$ cat src/rtl/dmem_arb_pkg.sv
`default_nettype none
// ============================================================================
// Module      : dmem_arb_pkg
// Description : Shared types and constants for the data-memory arbiter:
//               FSM state encoding and requester identifiers.
// Revision    : 1.0 - initial release
// ============================================================================
package dmem_arb_pkg;

    // Arbiter FSM states; explicit 2-bit encoding.
    typedef enum logic [1:0] {
        ARB   = 2'd0,
        LOCK0 = 2'd1,
        LOCK1 = 2'd2
    } arb_state_t;

    // Requester identifiers.
    localparam logic REQ_PIPE = 1'b0;
    localparam logic REQ_LOAD = 1'b1;

    // The requester that is not 'id'; used to hand round-robin priority over.
    function automatic logic other_req(input logic id);
        return ~id;
    endfunction

endpackage : dmem_arb_pkg
`default_nettype wire

$ cat src/rtl/dmem_arbiter.sv
`default_nettype none
// ============================================================================
// Module      : dmem_arbiter
// Description : Round-robin arbiter sharing one single-port synchronous data
//               memory between the pipeline MEM stage (port 0) and the
//               loader/debug port (port 1), with a bounded exclusive lock for
//               bursts and one-cycle read-response routing.
// Revision    : 1.0 - initial release
// ============================================================================
module dmem_arbiter
    import dmem_arb_pkg::*;
#(
    parameter int DATA_WIDTH = 32,
    parameter int ADDR_WIDTH = 8,
    parameter int MAX_BURST  = 16
) (
    input  logic                  clk,
    input  logic                  reset,
    // requester 0: pipeline MEM stage
    input  logic                  p0_valid,
    output logic                  p0_ready,
    input  logic                  p0_we,
    input  logic [ADDR_WIDTH-1:0] p0_addr,
    input  logic [DATA_WIDTH-1:0] p0_wdata,
    input  logic                  p0_lock,
    output logic                  p0_rvalid,
    output logic [DATA_WIDTH-1:0] p0_rdata,
    // requester 1: loader/debug port
    input  logic                  p1_valid,
    output logic                  p1_ready,
    input  logic                  p1_we,
    input  logic [ADDR_WIDTH-1:0] p1_addr,
    input  logic [DATA_WIDTH-1:0] p1_wdata,
    input  logic                  p1_lock,
    output logic                  p1_rvalid,
    output logic [DATA_WIDTH-1:0] p1_rdata,
    // memory side
    output logic                  mem_MemWrite,
    output logic                  mem_MemRead,
    output logic [ADDR_WIDTH-1:0] mem_address,
    output logic [DATA_WIDTH-1:0] mem_write_data,
    input  logic [DATA_WIDTH-1:0] mem_read_data
);

    localparam int                 c_cnt_w     = $clog2(MAX_BURST + 1);
    localparam logic [c_cnt_w-1:0] c_max_burst = c_cnt_w'(MAX_BURST);
    localparam logic [c_cnt_w-1:0] c_one       = c_cnt_w'(1);

    arb_state_t         r_state;
    arb_state_t         w_state_nxt;
    logic               r_rr_ptr;
    logic               w_rr_nxt;
    logic [c_cnt_w-1:0] r_burst_cnt;
    logic [c_cnt_w-1:0] w_burst_nxt;
    logic               r_rsp_valid;
    logic               r_rsp_id;
    logic               w_grant0;
    logic               w_grant1;
    logic               w_rd_accept;

    // Grant selection; nothing is granted while reset is asserted so the
    // memory sees no enable during the reset cycle.
    always_comb begin
        w_grant0 = 1'b0;
        w_grant1 = 1'b0;
        if (!reset) begin
            case (r_state)
                ARB: begin
                    w_grant0 = p0_valid && (!p1_valid || r_rr_ptr == REQ_PIPE);
                    w_grant1 = p1_valid && (!p0_valid || r_rr_ptr == REQ_LOAD);
                end
                LOCK0:   w_grant0 = p0_valid;
                LOCK1:   w_grant1 = p1_valid;
                default: ;
            endcase
        end
    end

    // Next-state logic for the FSM, round-robin pointer and burst counter.
    always_comb begin
        w_state_nxt = r_state;
        w_rr_nxt    = r_rr_ptr;
        w_burst_nxt = r_burst_cnt;
        case (r_state)
            ARB: begin
                if (w_grant0) begin
                    w_rr_nxt = other_req(REQ_PIPE);
                    if (p0_lock) begin
                        w_state_nxt = LOCK0;
                        w_burst_nxt = c_one;
                    end
                end else if (w_grant1) begin
                    w_rr_nxt = other_req(REQ_LOAD);
                    if (p1_lock) begin
                        w_state_nxt = LOCK1;
                        w_burst_nxt = c_one;
                    end
                end
            end
            // The counter runs whether or not the owner issues a beat; the
            // cycle that drops lock is still exclusive to the owner.
            LOCK0: begin
                w_burst_nxt = r_burst_cnt + c_one;
                if (!p0_lock || r_burst_cnt >= c_max_burst) begin
                    w_state_nxt = ARB;
                    w_rr_nxt    = other_req(REQ_PIPE);
                end
            end
            LOCK1: begin
                w_burst_nxt = r_burst_cnt + c_one;
                if (!p1_lock || r_burst_cnt >= c_max_burst) begin
                    w_state_nxt = ARB;
                    w_rr_nxt    = other_req(REQ_LOAD);
                end
            end
            default: w_state_nxt = ARB;
        endcase
    end

    // FSM, pointer and burst-counter registers.
    always_ff @(posedge clk) begin
        if (reset) begin
            r_state     <= ARB;
            r_rr_ptr    <= REQ_PIPE;
            r_burst_cnt <= '0;
        end else begin
            r_state     <= w_state_nxt;
            r_rr_ptr    <= w_rr_nxt;
            r_burst_cnt <= w_burst_nxt;
        end
    end

    assign w_rd_accept = (w_grant0 && !p0_we) || (w_grant1 && !p1_we);

    // One-entry tracker remembering who owns the read data returning next cycle.
    always_ff @(posedge clk) begin
        if (reset) begin
            r_rsp_valid <= 1'b0;
            r_rsp_id    <= REQ_PIPE;
        end else begin
            r_rsp_valid <= w_rd_accept;
            if (w_rd_accept) begin
                r_rsp_id <= w_grant1 ? REQ_LOAD : REQ_PIPE;
            end
        end
    end

    // Memory drive muxed from the granted port; all zero when idle.
    always_comb begin
        mem_MemWrite   = 1'b0;
        mem_MemRead    = 1'b0;
        mem_address    = '0;
        mem_write_data = '0;
        if (w_grant0) begin
            mem_MemWrite   = p0_we;
            mem_MemRead    = !p0_we;
            mem_address    = p0_addr;
            mem_write_data = p0_wdata;
        end else if (w_grant1) begin
            mem_MemWrite   = p1_we;
            mem_MemRead    = !p1_we;
            mem_address    = p1_addr;
            mem_write_data = p1_wdata;
        end
    end

    assign p0_ready = w_grant0;
    assign p1_ready = w_grant1;

    // A response pending when reset arrives is dropped, not delivered.
    assign p0_rvalid = !reset && r_rsp_valid && (r_rsp_id == REQ_PIPE);
    assign p1_rvalid = !reset && r_rsp_valid && (r_rsp_id == REQ_LOAD);
    assign p0_rdata  = p0_rvalid ? mem_read_data : '0;
    assign p1_rdata  = p1_rvalid ? mem_read_data : '0;

endmodule : dmem_arbiter
`default_nettype wire

$ cat config.mk
export PLATFORM = sky130hd
export DESIGN_NAME = dmem_arbiter
export DESIGN_NICKNAME = d
export VERILOG_FILES = /design/src/rtl/dmem_arb_pkg.sv /design/src/rtl/dmem_arbiter.sv
export SDC_FILE = /design/constraint.sdc
export NUM_CORES = 1
export LEC_CHECK = 0
export ABC_AREA = 1
export BUFFER_PORTS_ARGS = -buffer_cell sky130_fd_sc_hd__buf_2
export CAP_MARGIN = 20
export CORE_AREA = 2 2 89 91
export DETAILED_ROUTE_END_ITERATION = 6
export DIE_AREA = 0 0 91 93
export PLACE_DENSITY = 0.72
export REMOVE_ABC_BUFFERS = 1
export SYNTH_ARGS = -nofsm -noshare
export SYNTH_HDL_FRONTEND = slang
export SYNTH_SLANG_ARGS = --single-unit
$ cat constraint.sdc
create_clock -name clk -period 1.9 [get_ports clk]
set_clock_uncertainty 0.1 [all_clocks]
set_input_delay 0.095 -clock clk [delete_from_list [all_inputs] [get_ports clk]]
set_output_delay 0.095 -clock clk [all_outputs]
set_load 0.01 [all_outputs]
# [Yosys cells after proc, flatten, opt, wreduce, memory -nomap -nowiden]
# Index checks and enable logic that the tools add are counted.
[totals] regBits=10 out_inout_bits=110 wordCells=74
[classes] n_addsub=1 n_lt_le_gt_ge=1 n_eq_ne=7 n_mux=32 n_bitwise=2 reduce_logical=26
[op_table] op="$mux W32" n=4
[op_table] op="$mux W5" n=4
[op_table] op="$mux W8" n=2
[op_table] op="$mux W2" n=6
[op_table] op="$mux W1" n=11
[op_table] op="$pmux W5 S2" n=1
[op_table] op="$ne A3 B3 Y1 const B" n=3
[op_table] op="$reduce_and A4 Y1" n=2
[op_table] op="$logic_and A1 B1 Y1" n=7
[op_table] op="$logic_not A1 Y1" n=7
[op_table] op="$pmux W2 S3" n=1
[op_table] op="$add A5 B1 Y5 const B" n=1
[op_table] op="$ge A5 B5 Y1 const B" n=1
[op_table] op="$logic_or A1 B1 Y1" n=5
[op_table] op="$reduce_and A5 Y1" n=1
[op_table] op="$ne A2 B2 Y1 const B" n=2
[op_table] op="$pmux W1 S2" n=2
[op_table] op="$pmux W1 S3" n=1
[op_table] op="$reduce_bool A3 Y1" n=1
[op_table] op="$eq A2 B1 Y1 const B" n=1
[op_table] op="$eq A2 B2 Y1 const B" n=1
[op_table] op="$logic_not A2 Y1" n=1
[op_table] op="$not A1 Y1" n=2
[op_table] op="$reduce_bool A2 Y1" n=1
[op_table] op="$reduce_or A2 Y1" n=1

# [Longest topological paths before layout]
[depth] ltp_word=8 depth_mapped=13 mapped_depth_nobuf=12

# [Worst setup path before layout]
# OpenSTA, ideal clock, no wires.
[synth_path] kind="reg-to-output" from="register r_state[0]" to="output mem_address[0]" t_arrival_ns=1.399 slack_ns=0.306 stages_incl_launch_ff=11 n_path_buf=3 cell_sequence="dfxtp_1 -> inv_1 -> ha_1 -> buf_6 -> nand2_2 -> nand2_2 -> nand2_2 -> buf_6 -> buf_2 -> nand3_1 -> nand2_1"
[synth_via] elab_chain_len=5 elab_cells_between_ends=9
[synth_rtl] item="from (decl)" line_no="dmem_arbiter.sv:49" rtl="arb_state_t r_state;"
[synth_rtl] item="from (signal assigned)" line_no="dmem_arbiter.sv:127" rtl="r_state <= w_state_nxt;"
[synth_rtl] item="$eq A2 B2 Y1 / $logic_not A2 Y1 (equally long branches)" line_no="dmem_arbiter.sv:67" rtl="case (r_state)"
[synth_rtl] item="$pmux W1 S2" line_no="dmem_arbiter.sv:67"
[synth_rtl] item="$mux W1" line_no="dmem_arbiter.sv:66" rtl="if (!reset) begin"
[synth_rtl] item="$mux W8" line_no="dmem_arbiter.sv:159" rtl="end else if (w_grant1) begin"
[synth_rtl] item="$mux W8 (*)" line_no="dmem_arbiter.sv:154" rtl="if (w_grant0) begin"
[synth_rtl] item="to (decl)" line_no="dmem_arbiter.sv:40" rtl="output logic [ADDR_WIDTH-1:0] mem_address,"
# Mark *: on every way between the ends. The rest lies on a longest branch, timed or not.

# [Worst setup path in the final report]
[layout_path] from="register r_state[1]" to="output mem_MemRead"
[layout_via] elab_chain_len=5 elab_cells_between_ends=9
[layout_rtl] item="$eq A2 B2 Y1 / $logic_not A2 Y1 (equally long branches)" line_no="dmem_arbiter.sv:67"
[layout_rtl] item="$pmux W1 S2" line_no="dmem_arbiter.sv:67"
[layout_rtl] item="$mux W1" line_no="dmem_arbiter.sv:66"
[layout_rtl] item="$mux W1" line_no="dmem_arbiter.sv:159"
[layout_rtl] item="$mux W1 (*)" line_no="dmem_arbiter.sv:154"
[layout_rtl] item="to (decl)" line_no="dmem_arbiter.sv:39" rtl="output logic mem_MemRead,"
# Marked as above.

==> results <==
- The peak clock frequency supported by timing is 536 MHz.
- Adding up every negative setup slack in the final design gives 0 ns.
- The number of buffers created by CTS is 3.
- The post-route clock period utilization is 98.1%.
- The clock network latency to the later pin of the worst-skew pair is 0.24 ns.
- The number of antenna diodes is 0.
- Port buffering added 229 buffers.
- Data on the critical path arrives at its endpoint at 1.67 ns.
- The sink of the worst hold path is r_burst_cnt[1].
- The via count of the first global-routing pass is 2639.
- The path class of the tightest hold or removal check is in -> reg.
- In this run, synthesis produced a sequential element count of 10.
- In the layout the commonest cells are 229 x buf_2, 107 x nand2_1, 73 x nor2_1.
- STA classifies the critical path endpoint as a primary output.
- The total congestion overflow is 0.
- The detailed-router iteration count before antenna repair is 4.
- Across the run, the number of max-cap violations was 0.
- The count of cells along the worst hold path is 2.
- The detailed-route via count is 2986.
- The placement row count is 32.
- The ratio of routed vias to standard cells is 4.37.
- The pin count of the biggest net entering global routing is 44.
- The average footprint of a synthesized cell is 4.95 µm².
- The initial antenna violation count was 0.
- The area occupied by multi-input gates is 1290 µm².
- The initial core utilization is 23.3%.
- The area of the core is 7530 µm².
- The H-tree level count is 1.
- The number of DRC violations after detailed-routing iteration 0 is 119.
- In this run the clock root is driven by a clkbuf_8.
- The total global routing track utilization is 17.0%.
- At the end of routability-driven placement, the weighted congestion stood at 0.762.
- After detailed routing, the number of remaining DRC violations is 0.
- The worst register-to-register path ends at r_state[1].
- The worst-case IR drop observed on VDD is 0.000399 V.
- Counting every instance in the synthesized netlist gives 354.
- STA classifies the critical path startpoint as a register.
- The clock net in this run drives a total of 10 sinks.
- Summing every instance area after synthesis gives 1750 µm².
- The category of the most critical setup path is reg -> out.
- The static leakage is 2.21 nW.
- The number of warnings printed during yosys synthesis is 0.
- The count of nets after finishing is 707.
- After detailed routing, the total wire length is 8.26 mm.
- The post-route netlist has 48.2% of its cells at a drive strength greater than 1.
- The total count of max-transition violations in the final report is 0.
- The data required time at the worst endpoint is 1.70 ns.
- The die extent in y is 93 µm.
- The floorplan step set the die width to 91 µm.
- The largest fanout on the critical path is 6.
- The clock passes through at most 2 buffers.
- In this run the critical register-to-register path is launched from r_state[1].
- Pin placement for this block handled 230 I/O pins.
- The transition time of the tightest slew-check pin is 0.493 ns.
- Measured in cells, the most critical reg-to-reg path has a length of 13.
- Power spread over the standard cell area amounts to 667 nW/µm².
- Setup repair after global routing could not meet its margin everywhere.
- The area growth from synthesis to layout is 85.3%.
- Leaving out fill and tap cells, the most frequent cell in the layout is buf_2.
- The final HPWL from detailed placement is 6.40 mm.
- The clock transition time at the flip-flop clock pins of the worst setup and hold paths is 0.05 ns.
- After synthesis, flip-flops and latches occupy 11.4% of the total area.
- The average wire per cell in the routed design is 12.1 µm.
- The startpoint of the worst hold path is reset.
- The die covers 8460 µm².
- The final hold violation count is 0.
- The filler-free cell count of the finished design is 683.
- The reg-to-reg setup timing slack is 0.13 ns.
- The setup-violating endpoint count in the final report is 0.
- The number of cells in the design after placement is 670.
- The run finished with clean final reports.
- Synthesis instantiated 28 different standard cells from the library.
- After filler insertion, the fill cell instance count of the layout stands at 790.
- Subtracting the final worst setup slack from the clock period gives 1.86 ns.
- The footprint of the flip-flops and latches is 208 µm².
- The first global-routing pass estimated 12.1 mm of wire.
- The number of routed nets with antenna violations is 0.
- The max-slew headroom at the worst pin is 67.1%.
- TritonCTS built the clock tree.
-- state kept, by name, summed over array words and instances (netlist names) --
register	flops
r_rr_ptr	1
r_rsp_id	1
r_state	2
r_rsp_valid	1
r_burst_cnt	5
-- metrics by stage --
stage          power (mW)  setup WS (ns)  area, µm²  hold slack [ns]  utilization [%]
2_1_floorplan        1.10         -0.336       1630           0.0641                -
3_3_place_gp         1.62         0.0911       2980            0.215             39.5
6_report             2.17         0.0357       3250            0.102             43.1
3_5_place_dp         1.65         0.0314       2980            0.228             39.5
5_1_grt              2.36        -0.0108       3250            0.102             43.1
4_1_cts              2.06         0.0137       3150           0.0696             41.8
-- per-layer routing --
layer | vias up | part of all wire (%) | GRT usage, %
li1 | 1514 | - | -
met5 | - | 0 | 0
met4 | 0 | 0.64 | 2.78
met3 | 6 | 8.7 | 3.30
met1 | 1297 | 40 | 20.2
met2 | 169 | 51 | 32.1
-- where the power goes --
part / switching, mW / total [mW] / internal, mW
clock: 0.0901 / 0.273 / 0.183
combinational: 0.930 / 1.60 / 0.665
sequential: 0.0389 / 0.297 / 0.259
-- critical path: stages (launching register included) --
cell,delay [ns]
dfxtp_4,0.36
inv_4,0.08
ha_4,0.16
nand2_4,0.05
nand2_4,0.09
nand2_8,0.08
or2_4,0.27
o21ai_4,0.07
inv_2,0.05
a21oi_2,0.09
buf_2,0.13
-- area by class of cell --
cell class | instances | area share, %
Timing Repair Buffer | 244 | 41.2
Clock buffer | 4 | 1.70
Inverter | 55 | 6.98
Sequential cell | 10 | 6.40
Multi-Input combinational cell | 268 | 39.8
Tap cell | 102 | 3.93
-- worst max path at each step --
stage,depth (start not counted),slack (ns),start,endpoint
after floorplan,7,-0.34,r_state[0],mem_MemRead
after global routing,10,-0.01,r_state[1],mem_MemRead
final,10,0.04,r_state[1],mem_MemRead
after detailed placement,9,0.03,r_state[0],mem_write_data[29]
after CTS,10,0.01,r_state[1],mem_MemRead
after global placement,9,0.09,r_state[0],mem_write_data[29]
-- synth_stat cells --
master      n  area share, %
nand2_1   107             23
nor2_1     73             16
inv_1      50             11
nand3_1    50             14
buf_2      11            3.1
dfxtp_1    10             11
a21oi_1     7            2.0
nand2_2     7            2.5
clkbuf_1    6            1.3
ha_1        5            3.6
inv_2       5            1.1
buf_6       3            1.9
nand3_2     2            1.1
nor2_2      2           0.71
nor3_2      2            1.1
xor2_1      2            1.0
buf_4       1           0.43
nand3b_1    1           0.43
nand4_1     1           0.36
nor2_4      1           0.64
nor3_1      1           0.29
o21ai_0     1           0.29
o21ai_1     1           0.29
o21ai_2     1           0.50
o21ai_4     1           0.93
o21bai_2    1           0.64
or2_1       1           0.36
or2_2       1           0.36
-- cell families after synthesis --
logic type / count (synthesis) / synth area share (%)
simple gates: 249 / 60.8
buf+inv: 76 / 18.6
compound gates: 12 / 4.64
flops: 10 / 11.4
fa+ha+maj: 5 / 3.57
xor+xnor: 2 / 1.00
-- repair_timing --
item	in CTS	in global routing
hold buffers	1	0
gates resized for setup	12	16
pin swaps	2	7
buffers inserted	4	2
setup endpoints to repair	43	47
endpoints found under the hold margin	1	0
gates cloned	1	2
Note: power is estimated with default switching activity, not from simulation.
